## config.mk

```make
export PLATFORM = sky130hd
export DESIGN_NAME = excess3_serial_adder
export DESIGN_NICKNAME = d
export VERILOG_FILES = /design/src/rtl/excess3_serial_adder.sv
export SDC_FILE = /design/constraint.sdc
export NUM_CORES = 1
export LEC_CHECK = 0
export BUFFER_PORTS_ARGS = -buffer_cell sky130_fd_sc_hd__clkbuf_2
export CORE_MARGIN = 3
export CORE_UTILIZATION = 62
export CTS_BUF_LIST = sky130_fd_sc_hd__clkbuf_2 sky130_fd_sc_hd__clkbuf_4 sky130_fd_sc_hd__clkbuf_8
export CTS_CLUSTER_DIAMETER = 120
export CTS_CLUSTER_SIZE = 24
export DETAILED_ROUTE_END_ITERATION = 10
export PLACE_DENSITY = 0.87
export SLEW_MARGIN = 20
export SYNTH_ARGS = -nofsm -noshare
export SYNTH_HDL_FRONTEND = slang
export SYNTH_SLANG_ARGS = --single-unit
export TNS_END_PERCENT = 30
```

## constraint.sdc

```tcl
create_clock -name clk -period 4.2 [get_ports clk]
set_input_delay 0.42 -clock clk [delete_from_list [all_inputs] [get_ports clk]]
set_output_delay 0.42 -clock clk [all_outputs]
set_load 0.02 [all_outputs]
```

## src/rtl/excess3_serial_adder.sv

```systemverilog
// Digit-serial Excess-3 adder/subtractor, one digit per clock, LSD first.
// Subtraction adds the 9's complement of B with an initial carry of 1.
module excess3_serial_adder #(
  parameter int DIGITS = 4
) (
  input  logic                  clk,
  input  logic                  rst,
  input  logic                  start,
  input  logic                  sub,
  input  logic [4*DIGITS-1:0]   a,
  input  logic [4*DIGITS-1:0]   b,
  input  logic                  cin,
  output logic [4*DIGITS-1:0]   sum,
  output logic                  cout,
  output logic                  busy,
  output logic                  done,
  output logic                  err
);

  localparam int W = 4 * DIGITS;
  localparam logic [4:0] LAST = 5'(DIGITS - 1);

  typedef enum logic [1:0] {
    IDLE,
    RUN,
    DONE
  } state_t;

  state_t state, state_nx;

  logic [W-1:0] a_r, b_r, acc;
  logic [W+3:0] acc_nx;
  logic [4:0]   idx;
  logic [4:0]   t;
  logic [3:0]   dig;
  logic         carry;
  logic         bad;
  logic         bad_in;
  logic         last;

  always_comb begin
    bad_in = 1'b0;
    for (int i = 0; i < DIGITS; i++) begin
      if (a[4*i+:4] < 4'd3 || a[4*i+:4] > 4'd12 ||
          b[4*i+:4] < 4'd3 || b[4*i+:4] > 4'd12)
        bad_in = 1'b1;
    end
  end

  // Excess-3 correction: +3 on decimal carry, -3 otherwise
  always_comb begin
    t      = {1'b0, a_r[3:0]} + {1'b0, b_r[3:0]} + {4'b0, carry};
    dig    = t[4] ? t[3:0] + 4'd3 : t[3:0] - 4'd3;
    acc_nx = {dig, acc};
    last   = (idx == LAST);
  end

  always_ff @(posedge clk) begin
    if (rst) state <= IDLE;
    else     state <= state_nx;
  end

  always_comb begin
    state_nx = state;
    unique case (state)
      IDLE:    if (start) state_nx = RUN;
      RUN:     if (last)  state_nx = DONE;
      DONE:    state_nx = IDLE;
      default: state_nx = IDLE;
    endcase
  end

  assign busy = (state == RUN);
  assign done = (state == DONE);

  always_ff @(posedge clk) begin
    if (rst) begin
      a_r   <= '0;
      b_r   <= '0;
      acc   <= '0;
      idx   <= '0;
      carry <= 1'b0;
      bad   <= 1'b0;
      sum   <= '0;
      cout  <= 1'b0;
      err   <= 1'b0;
    end else if (state == IDLE && start) begin
      a_r   <= a;
      b_r   <= sub ? ~b : b;
      carry <= sub ? 1'b1 : cin;
      idx   <= '0;
      acc   <= '0;
      bad   <= bad_in;
    end else if (state == RUN) begin
      a_r   <= a_r >> 4;
      b_r   <= b_r >> 4;
      carry <= t[4];
      idx   <= idx + 5'd1;
      acc   <= acc_nx[W+3:4];
      if (last) begin
        sum  <= acc_nx[W+3:4];
        cout <= t[4];
        err  <= bad;
      end
    end
  end

endmodule

```

After elaboration in Yosys (flattened, before gate mapping)

Cells that the tools add are included.

Flip-flop bits (word level): 75
Logic and storage cells: 72

$add $sub $neg: 5
Order comparisons: 16
Equal/unequal tests: 5
Mux-type cells: 16
Bitwise gates (word level): 2
Reduce and logical (&&, ||, !) cells: 18

Operators with widths:

| cell                                                                         | number |
|---|---|
| 16-bit two-way mux                                                           | 5 |
| 4-bit greater-than comparator, second input constant                         | 8 |
| 4-bit by 2-bit less-than comparator with 1-bit output, second input constant | 8 |
| 16-bit NOT                                                                   | 1 |
| 1-bit logical OR                                                             | 12 |
| 1-bit two-way mux                                                            | 7 |
| 4-bit by 4-bit adder with 5-bit output                                       | 1 |
| 5-bit by 1-bit adder with 5-bit output                                       | 1 |
| 5-bit by 1-bit adder with 5-bit output, second input constant                | 1 |
| 5-bit by 2-bit equality test with 1-bit output, second input constant        | 1 |
| 4-bit by 2-bit adder with 4-bit output, second input constant                | 1 |
| 2-bit two-way mux                                                            | 2 |
| 4-bit two-way mux                                                            | 1 |
| 2-bit one-hot mux with 2 select lines                                        | 1 |
| 4-bit by 2-bit subtractor with 4-bit output, second input constant           | 1 |
| 3-bit AND reduction                                                          | 1 |
| 2-bit by 1-bit equality test with 1-bit output, second input constant        | 1 |
| 2-bit equality test, second input constant                                   | 1 |
| 2-bit zero test                                                              | 1 |
| 2-bit by 1-bit != test with 1-bit output, second input constant              | 1 |
| 2-bit != test, second input constant                                         | 1 |
| 2-bit AND reduction                                                          | 1 |
| 2-bit nonzero test                                                           | 1 |
| 2-bit OR reduction                                                           | 1 |
| other kinds (2)                                                              | 2 |

Depth between registers and ports, before layout

Gate-level depths: netlist (run 1).

Depth in word-level cells: 8
Gate-level depth with buffers: 11
Mapped depth without buffers: 11

Least setup slack after synthesis (run 1)

OpenSTA, ideal clock, no wires.

Path kind: register -> register
Start point: register a_r[0]
End point: register acc[15]
Setup time: 0.086 ns
Arrival time: 2.309 ns
Data required time: 4.114 ns
Slack: 1.805 ns
Cell stages (with the launch flop): 12
Path buffers: 0
Clock period less this slack: 2.395 ns
Path through: dfxtp_1 -> fa_1 -> inv_1 -> fa_1 -> nand2b_1 -> a21oi_1 -> inv_1 -> ha_1 -> a31oi_1 -> o21ai_0 -> xor2_1 -> a211oi_1

Word-level cells in the longest chain between the ends: 4
Elaborated cells between the ends (all ways): 5
Those cells by class: add/sub: 4; mux: 1

Ends and longest elaborated chain:

| what                                                                                                  | line | source |
|---|---|---|
| start: declaration                                                                                    | 31   | `logic [W-1:0] a_r, b_r, acc;` |
| start signal: assignment                                                                              | 95   | `a_r <= a_r >> 4;` |
| 4-bit by 4-bit adder with 5-bit output (*)                                                            | 52   | `t = {1'b0, a_r[3:0]} + {1'b0, b_r[3:0]} + {4'b0, carry};` |
| 5-bit by 1-bit adder with 5-bit output (*)                                                            | 52   |  |
| 4-bit by 2-bit subtractor with 4-bit output or 4-bit by 2-bit adder with 4-bit output (tied branches) | 53   | `dig = t[4] ? t[3:0] + 4'd3 : t[3:0] - 4'd3;` |
| 4-bit two-way mux (*)                                                                                 | 53   |  |
| end signal: assignment                                                                                | 99   | `acc <= acc_nx[W+3:4];` |
| end: declaration                                                                                      | 31   |  |

Every way passes the cells marked *; elsewhere a longest branch is shown, timed or not.
A chain may end at the register's enable or synchronous reset.

Worst setup path in the final report (run 1)

Ends and elaborated chain as after synthesis.

==> flow_metrics.tcl, run 1 <==
set metrics [dict create \
    run_status "finished clean" \
    ys_seq_elements 71 \
    cts_hold_buf 0 \
    switching_power_mw 0.438 \
    io_pins 57 \
    cts_tree "done" \
    synthMuxAreaShare_pct 0.312 \
    synth_edf_count 0 \
    remaining_drc_errors 0 \
    maxCapViolCount 0 \
    num_rows 25 \
    drt-pass1-iter-count 4 \
    clkSinkCount 71 \
    timing.rr.start "a_r[0]" \
    seqCellArea_um2 1420 \
    tightest_slew_ps 928 \
    synth_xor_area_share_pct 6.82 \
    via_count 2931 \
    htree_levels 3 \
    syn_inst 387 \
    overflow 0 \
    grt_max_degree 58 \
    cts_setup_buffers 0 \
    setup_viol 0 \
    clk_path_buf_depth 2 \
    endpoint_kind "flip-flop" \
    yosysSeqAreaShare_pct 44.3 \
    start_kind "flip-flop" \
    drt_iter0_drc 209 \
    clkTransAtPathRegs_ps 80 \
    core_area_um2 4850 \
    min_period_ps 2660 \
    die_h_um 77.9 \
    synthAdderAreaFrac_pct 3.59 \
    hold_start "a[13]" \
    reg2reg_depth 11 \
    criticalPathCategory "reg2reg" \
    rsz0062_at_grt "no" \
    fin_ws_ps 1540 \
    drive_gt1_share_pct 18.3 \
    antenna_found_initial 0 \
    hp-class "in2reg" \
    port_buffers 56 \
    synth_ff_type "dfxtp_1" \
    power.density_nw_per_um2 395 \
    worstSkewPairLatency_ps 350 \
    p_leak_nw 1.40 \
    vias_per_cell 5.82 \
    async_reset_ff_share_pct 0 \
    p_clk_share_pct 35.5 \
    ys_types 39 \
    max-slew-margin-rel_pct 38.1 \
    slew_viol_final 0 \
    wl_per_cell_um 14.7 \
    grtUsageTotal_pct 25.3 \
    synth_fp_nets 432 \
    fin_skew_ps 12.5 \
    fin_hold_ws_ps 332 \
    diodes 0 \
    routabilityCongestion 0.812 \
    pwr-share-seq_pct 49.8 \
    synth_top_family_by_area "compound AO/OA/AOI/OAI gates" \
    yosys_warnings 0 \
    worst_ep_required_time_ps 4440 \
    finalHoldViolCount 0 \
    numCtsBuffers 9 \
    crit_fanout 5 \
    finalWirelength_mm 7.39 \
    fmax_ghz 0.375 \
    fill_cells 346 \
    mostFrequentLayoutCells "nand2_1, dfxtp_1, clkbuf_2, a21oi_1, nor2_1" \
    dp_slack_ps 1610 \
    synth_simple_gate_area_share_pct 19.1 \
    die_area_um2 6080 \
    combPwrFrac_pct 14.7 \
    p_int_mw 1.01 \
    synth_area_per_cell_um2 8.29 \
    peakVddDrop_mv 0.226 \
    synth_area_um2 3210 \
    cts-root-buf "clkbuf_8" \
    reg2reg_slack_ps 1540 \
    dpl_cell_area_um2 3480 \
    dp.final_hpwl_mm 4.99 \
    area_growth_pct 14.4 \
    post_cts_resize_count 0 \
    multi_input_area_um2 1630 \
    die_x_um 77.9 \
    start_util_pct 66.2 \
    drtAntennaViolNets 0 \
    grt_pass1_wl_mm 12.4 \
    cp_data_arrival_time_ps 2900 \
    first_global_vias 2770 \
    nets 477 \
    fin_tns_setup_ps 0 \
    synth-compound-area-share_pct 21.1 \
    min_to "a_r[13]" \
    fin_crit_sh_pct 63.5 \
    final_area_um2 3670 \
    swShare_pct 30.2 \
    r2r_end "acc[15]" \
    fin_util_pct 75.7 \
    hold_depth 3 \
]
-- Yosys cell counts, types with 2 or more instances --
master | count | area share, %
dfxtp_1 | 71 | 44
nand2_1 | 71 | 8.3
a21oi_1 | 50 | 7.8
nor2_1 | 42 | 4.9
clkbuf_1 | 17 | 2.0
xnor2_1 | 16 | 4.4
a221oi_1 | 13 | 3.5
a22oi_1 | 13 | 3.0
a211oi_1 | 11 | 2.6
nand3_1 | 10 | 1.6
xor2_1 | 9 | 2.5
buf_2 | 6 | 0.94
ha_1 | 6 | 2.3
inv_1 | 6 | 0.70
o211ai_1 | 6 | 1.4
nand2b_1 | 4 | 0.78
nand3b_1 | 4 | 0.94
nand4_1 | 4 | 0.78
o21ai_0 | 4 | 0.62
a211o_1 | 2 | 0.55
buf_1 | 2 | 0.23
fa_1 | 2 | 1.2
o21a_1 | 2 | 0.47
-- flip-flops by register name, summed over array words and instances, names as in the netlist --
register,flops
a_r,16
b_r,16
sum,16
acc,12
idx,5
state,2
bad,1
carry,1
cout,1
err,1
-- critical path: stages (launching register included) --
cell	delay (ps)
dfxtp_1	370
fa_1	210
inv_1	60
fa_1	430
nand2b_1	170
a21oi_1	160
inv_1	120
ha_1	350
a31oi_1	130
o21ai_0	130
xor2_1	180
a211oi_1	260
-- kinds of logic (layout without fill, tap and decap cells) --
kind of cell / count (synthesis) / count (layout)
compound gates: 105 / 105
fa+ha+maj: 8 / 8
buf+inv: 34 / 84
simple gates: 143 / 143
mux: 1 / 1
flops: 71 / 71
xor+xnor: 25 / 25
-- power groups by stage --
stage / registers, mW / logic [mW] / clock network (mW)
3_3_place_gp: 0.736 / 0.202 / 0
3_5_place_dp: 0.737 / 0.208 / 0
4_1_cts: 0.722 / 0.212 / 0.520
6_report: 0.722 / 0.214 / 0.514
5_1_grt: 0.726 / 0.238 / 0.544
2_1_floorplan: 0.731 / 0.153 / 0
-- metal layers --
| layer | routed length (um) | track usage [%] |
|---|---|---|
| met2 | 3690 | 43.9 |
| met1 | 3040 | 30.4 |
| met3 | 482 | 4.29 |
| met5 | 0 | 0 |
| met4 | 188 | 11.7 |
-- stage by stage --
step                power [mW]  instances
global placement         0.938        488
finish                    1.45        504
CTS                       1.45        504
global route              1.51        504
detailed placement       0.945        488
floorplan                0.883        387
-- worst max path at each step --
stage,cells after the start,to,start,slack [ps]
after floorplan,11,acc[15],a_r[0],1810
after global placement,11,acc[15],a_r[0],1700
after detailed placement,11,sum[15],a_r[0],1610
after CTS,11,acc[15],a_r[0],1520
after global routing,11,acc[15],a_r[0],1290
final,11,acc[15],a_r[0],1540
-- cell type report --
type	instances	area share (%)
multi-input combinational	282	44.5
sequential	71	38.7
tap	67	2.28
timing repair buffer	61	8.66
clock buffer	9	3.37
clock inverter	7	1.74
inverter	7	0.716
Note: power is estimated with default switching activity, not from simulation.
==> run 2, diff against run 1 <==
Settings changed: CORE_UTILIZATION 62 to 58, PLACE_DENSITY 0.87 to 0.82.
Clock period 4.2 ns to 2.52 ns, I/O delays scaled along.
==> run 2 against run 1 <==
Critical path depth increased by 1. Clock skew shrank 3.5 ps. Flip-flop and latch count is the same. Setup slack worse by 1500 ps. Non-clock buffer count rose by 9. Core utilization decreased by 2.2 points. Largest power group unchanged. Worst hold slack lost 170 ps. Largest cell class unchanged.
==> flow_metrics.tcl, run 2 (synthesis results as in run 1) <==
set metrics [dict create \
    slew_viol_final 0 \
    drt-pass1-iter-count 5 \
    drtAntennaViolNets 0 \
    final_area_um2 3850 \
    cts-root-buf "clkbuf_8" \
    area_growth_pct 20.0 \
    grtUsageTotal_pct 24.5 \
    crit_fanout 4 \
    port_buffers 56 \
    die_area_um2 6460 \
    remaining_drc_errors 0 \
    wl_per_cell_um 14.6 \
    fin_hold_ws_ps 158 \
    overflow 0 \
    run_status "finished clean" \
    via_count 2906 \
    hp-class "in2reg" \
    cts_tree "done" \
    dpl_cell_area_um2 3540 \
    htree_levels 3 \
    antenna_found_initial 0 \
    reg2reg_depth 12 \
    max-slew-margin-rel_pct 60.5 \
    first_global_vias 2766 \
    reg2reg_slack_ps 30 \
    start_kind "flip-flop" \
    mostFrequentLayoutCells "nand2_1, dfxtp_1, clkbuf_2, a21oi_1, nor2_1" \
    drive_gt1_share_pct 22.9 \
    fin_cells 516 \
    clkTransAtPathRegs_ps 80 \
    nets 486 \
    fin_tns_setup_ps 0 \
    fmax_ghz 0.401 \
    fill_cells 406 \
    routabilityCongestion 0.812 \
    r2r_end "acc[14]" \
    fin_crit_sh_pct 99.0 \
    finalHoldViolCount 0 \
    vias_per_cell 5.63 \
    hold_depth 3 \
    clk_path_buf_depth 2 \
    worst_ep_required_time_ps 2780 \
    finalWirelength_mm 7.55 \
    drt_iter0_drc 141 \
    die_h_um 80.4 \
    maxCapViolCount 0 \
    hold_start "a[13]" \
    p_leak_nw 1.49 \
    diodes 0 \
    min_to "a_r[13]" \
    setup_viol 0 \
    largest_registers "a_r x16, b_r x16, sum x16" \
    fin_skew_ps 9.00 \
    cp_data_arrival_time_ps 2750 \
    start_util_pct 61.3 \
    grt_pass1_wl_mm 12.2 \
    dp_cells 498 \
    endpoint_kind "flip-flop" \
    clkSinkCount 71 \
    timing.rr.start "a_r[0]" \
    numCtsBuffers 9 \
    core_area_um2 5240 \
    grt_max_degree 57 \
    peakVddDrop_mv 0.387 \
    num_rows 26 \
    dp.final_hpwl_mm 5.09 \
    criticalPathCategory "reg2reg" \
    tightest_slew_ps 593 \
    worstSkewPairLatency_ps 350 \
    power.density_nw_per_um2 684 \
    die_x_um 80.4 \
    io_pins 57 \
    mostFrequentLayoutCell "nand2_1" \
    min_period_ps 2490 \
]
[run 2: cell type report]
cell class | instances | area (um2) | area share, %
clock buffers | 11 | 151 | 3.93
clock inverters | 5 | 80.1 | 2.08
inverters | 7 | 26.3 | 0.682
multi-input cells | 282 | 1690 | 43.9
flip-flops and latches | 71 | 1430 | 37.0
well taps | 70 | 87.6 | 2.27
repair buffers | 70 | 389 | 10.1
[run 2: timing repair]
action | in CTS | in global routing
pin swaps | 1 | 6
hold buffers | 0 | 0
buffers inserted | 0 | 2
hold endpoints to repair | 0 | 0
setup endpoints to repair | 1 | 4
resized for setup | 1 | 15
[run 2: stage by stage]
step	setup WS (ps)	utilization [%]	power [mW]
global route	-42.8	73.5	2.74
CTS	20.1	72.0	2.61
global placement	124	67.6	1.58
floorplan	125	-	1.47
finish	26.1	73.5	2.64
detailed placement	30.2	67.6	1.59
[run 2: critical path, cell delays in order (launching register included)]
cell	delay, ps
dfxtp_2	360
fa_2	230
inv_2	50
fa_2	370
nand2b_4	160
a21oi_4	160
inv_2	80
buf_6	130
xnor2_1	130
ha_2	180
o21bai_4	170
xnor2_2	150
o31ai_1	230
[run 2: worst max-delay path by stage]
stage / start / to / slack (ps) / cells after the start
after floorplan: a_r[0] / acc[15] / 130 / 11
after global placement: a_r[0] / sum[15] / 120 / 11
after detailed placement: a_r[0] / sum[15] / 30 / 11
after CTS: b_r[0] / sum[15] / 20 / 11
after global routing: a_r[0] / acc[14] / -40 / 12
final: a_r[0] / acc[14] / 30 / 12
[run 2: metal layers]
metal  track usage [%]  vias to the layer above  routed length, um
li1                  -                     1459                  -
met3              4.71                       13                398
met4              12.2                        0                144
met5                 0                        -                  0
met1              28.4                     1346               3160
met2              42.9                       88               3850
[run 2: report_power, final]
group,switching (mW),total [mW],leakage (nW),internal (mW)
clock network,0.422,1.03,0.112,0.609
logic,0.235,0.401,0.798,0.166
registers,0.0317,1.20,0.579,1.17
total,0.689,2.64,1.49,1.95
==> run 3, diff against run 2 <==
Settings changed: RECOVER_POWER set to 100.
==> run 3 against run 2 <==
Sequential power is essentially flat. Routed wire length rose by 0.69%. Design area decreased by 1.2%. Global-route usage did not move. Combinational power fell by 2%. Setup slack better by 3.6 ps. Fmax rose by 0.14%. Cell count unchanged. Highest routed layer unchanged. Non-clock buffer count unchanged. Critical endpoint unchanged. Critical path depth unchanged. Total power shrank 0.14%.
==> flow_metrics.tcl, run 3 (synthesis results as in run 1) <==
set metrics [dict create \
    max-slew-margin-rel_pct 33.2 \
    die_area_um2 6460 \
    mostFrequentLayoutCells "nand2_1, dfxtp_1, a21oi_1, nor2_1, clkbuf_2" \
    start_util_pct 61.3 \
    remaining_drc_errors 0 \
    setup_viol 0 \
    fin_cells 516 \
    first_global_vias 2766 \
    num_rows 26 \
    seqCellArea_um2 1430 \
    hold_depth 3 \
    slew_viol_final 0 \
    grt_max_degree 57 \
    power.density_nw_per_um2 692 \
    overflow 0 \
    worst_ep_required_time_ps 2780 \
    drt-pass1-iter-count 4 \
    clkTransAtPathRegs_ps 80 \
    multi_input_area_um2 1690 \
    die_x_um 80.4 \
    dp.final_hpwl_mm 5.09 \
    fin_util_pct 72.6 \
    grtUsageTotal_pct 24.5 \
    fill_cells 424 \
    drt_iter0_drc 135 \
    fin_ws_ps 29.6 \
    fin_skew_ps 9.20 \
    run_status "finished clean" \
    area_growth_pct 18.6 \
    min_period_ps 2490 \
    drtAntennaViolNets 0 \
    tightest_slew_ps 1000 \
    crit_fanout 4 \
    diodes 0 \
    routabilityCongestion 0.812 \
    maxCapViolCount 0 \
    cp_data_arrival_time_ps 2750 \
    wl_per_cell_um 14.7 \
    vias_per_cell 5.65 \
    start_kind "flip-flop" \
    nets 486 \
    criticalPathCategory "reg2reg" \
    path_buf_inv 3 \
    p_leak_nw 1.41 \
    fin_crit_sh_pct 98.8 \
    worstSkewPairLatency_ps 350 \
    via_count 2917 \
    dp_slack_ps 30.2 \
    dp_cells 498 \
    reg2reg_depth 12 \
    cts-root-buf "clkbuf_8" \
    drive_gt1_share_pct 17.3 \
    io_pins 57 \
    cp.depth 12 \
    numCtsBuffers 9 \
    clkSinkCount 71 \
    die_h_um 80.4 \
    largest_registers "a_r x16, b_r x16, sum x16" \
    critPathTopFamily "adder cells" \
    cts_hold_buf 0 \
    fmax_ghz 0.402 \
    peakVddDrop_mv 0.385 \
    core_area_um2 5240 \
    cpMostUsedCell "inv_2" \
    finalHoldViolCount 0 \
    port_buffers 56 \
    endpoint_kind "flip-flop" \
    clk_path_buf_depth 2 \
    cts_tree "done" \
    antenna_found_initial 0 \
    hp-class "in2reg" \
    htree_levels 3 \
    path_cells "fa_1 > inv_2 > fa_2 > nand2b_4 > a21oi_4 > inv_2 > buf_6 > xnor2_1 > ha_2 > o21bai_4 > xnor2_2 > o31ai_1" \
    crit_slowest_cell "fa_2" \
    finalWirelength_mm 7.61 \
    power.total_mw 2.63 \
    grt_pass1_wl_mm 12.2 \
    crit_path_max_incr_delay_ps 370 \
    mostFrequentLayoutCell "nand2_1" \
]
run 3: final timing paths:
check / end / startpoint / slack, ps
setup / recovery: acc[14] / a_r[0] / 30
hold / removal: a_r[13] / a[13] / 160
setup reg to reg: acc[14] / a_r[0] / 30
hold reg to reg: sum[1] / sum[1] / 450
run 3: metrics by stage:
stage               TNS (ps)  cell area, um2  hold slack, ps
floorplan                  0            3210             388
global placement           0            3540             441
detailed placement         0            3540             447
CTS                        0            3770             147
global route           -90.1            3800             166
finish                     0            3800             156
run 3: worst min-delay path: cells and delay by family:
| family | cells | cell delay [ps] |
|---|---|---|
| AO/OA/AOI/OAI | 1 | 50 |
| AND/OR/NAND/NOR | 1 | 60 |
| buffers and inverters | 1 | 100 |
run 3: timing repair:
action / CTS / global route
setup endpoints to repair: 1 / 4
resized for setup: 1 / 15
pin swaps: 1 / 6
buffers inserted: 0 / 2
run 3: layer usage:
layer / up-vias / track usage [%] / routed length [um]
li1: 1457 / - / -
met1: 1355 / 28.4 / 3170
met2: 92 / 42.9 / 3860
met3: 13 / 4.71 / 431
met4: 0 / 12.2 / 146
met5: - / 0 / 0
run 3: final cells by class:
cell class,instances,area share [%]
Sequential cell,71,37.5
Timing Repair Buffer,70,9.17
Multi-Input combinational cell,282,44.3
Clock buffer,11,3.98
Tap cell,70,2.30
Clock inverter,5,2.10
Inverter,7,0.691
run 3: where the power goes:
group | total (mW) | switching (mW) | leakage, nW | internal [mW]
Combinational | 0.394 | 0.234 | 0.719 | 0.160
Sequential | 1.20 | 0.0312 | 0.579 | 1.17
Clock | 1.04 | 0.426 | 0.112 | 0.609
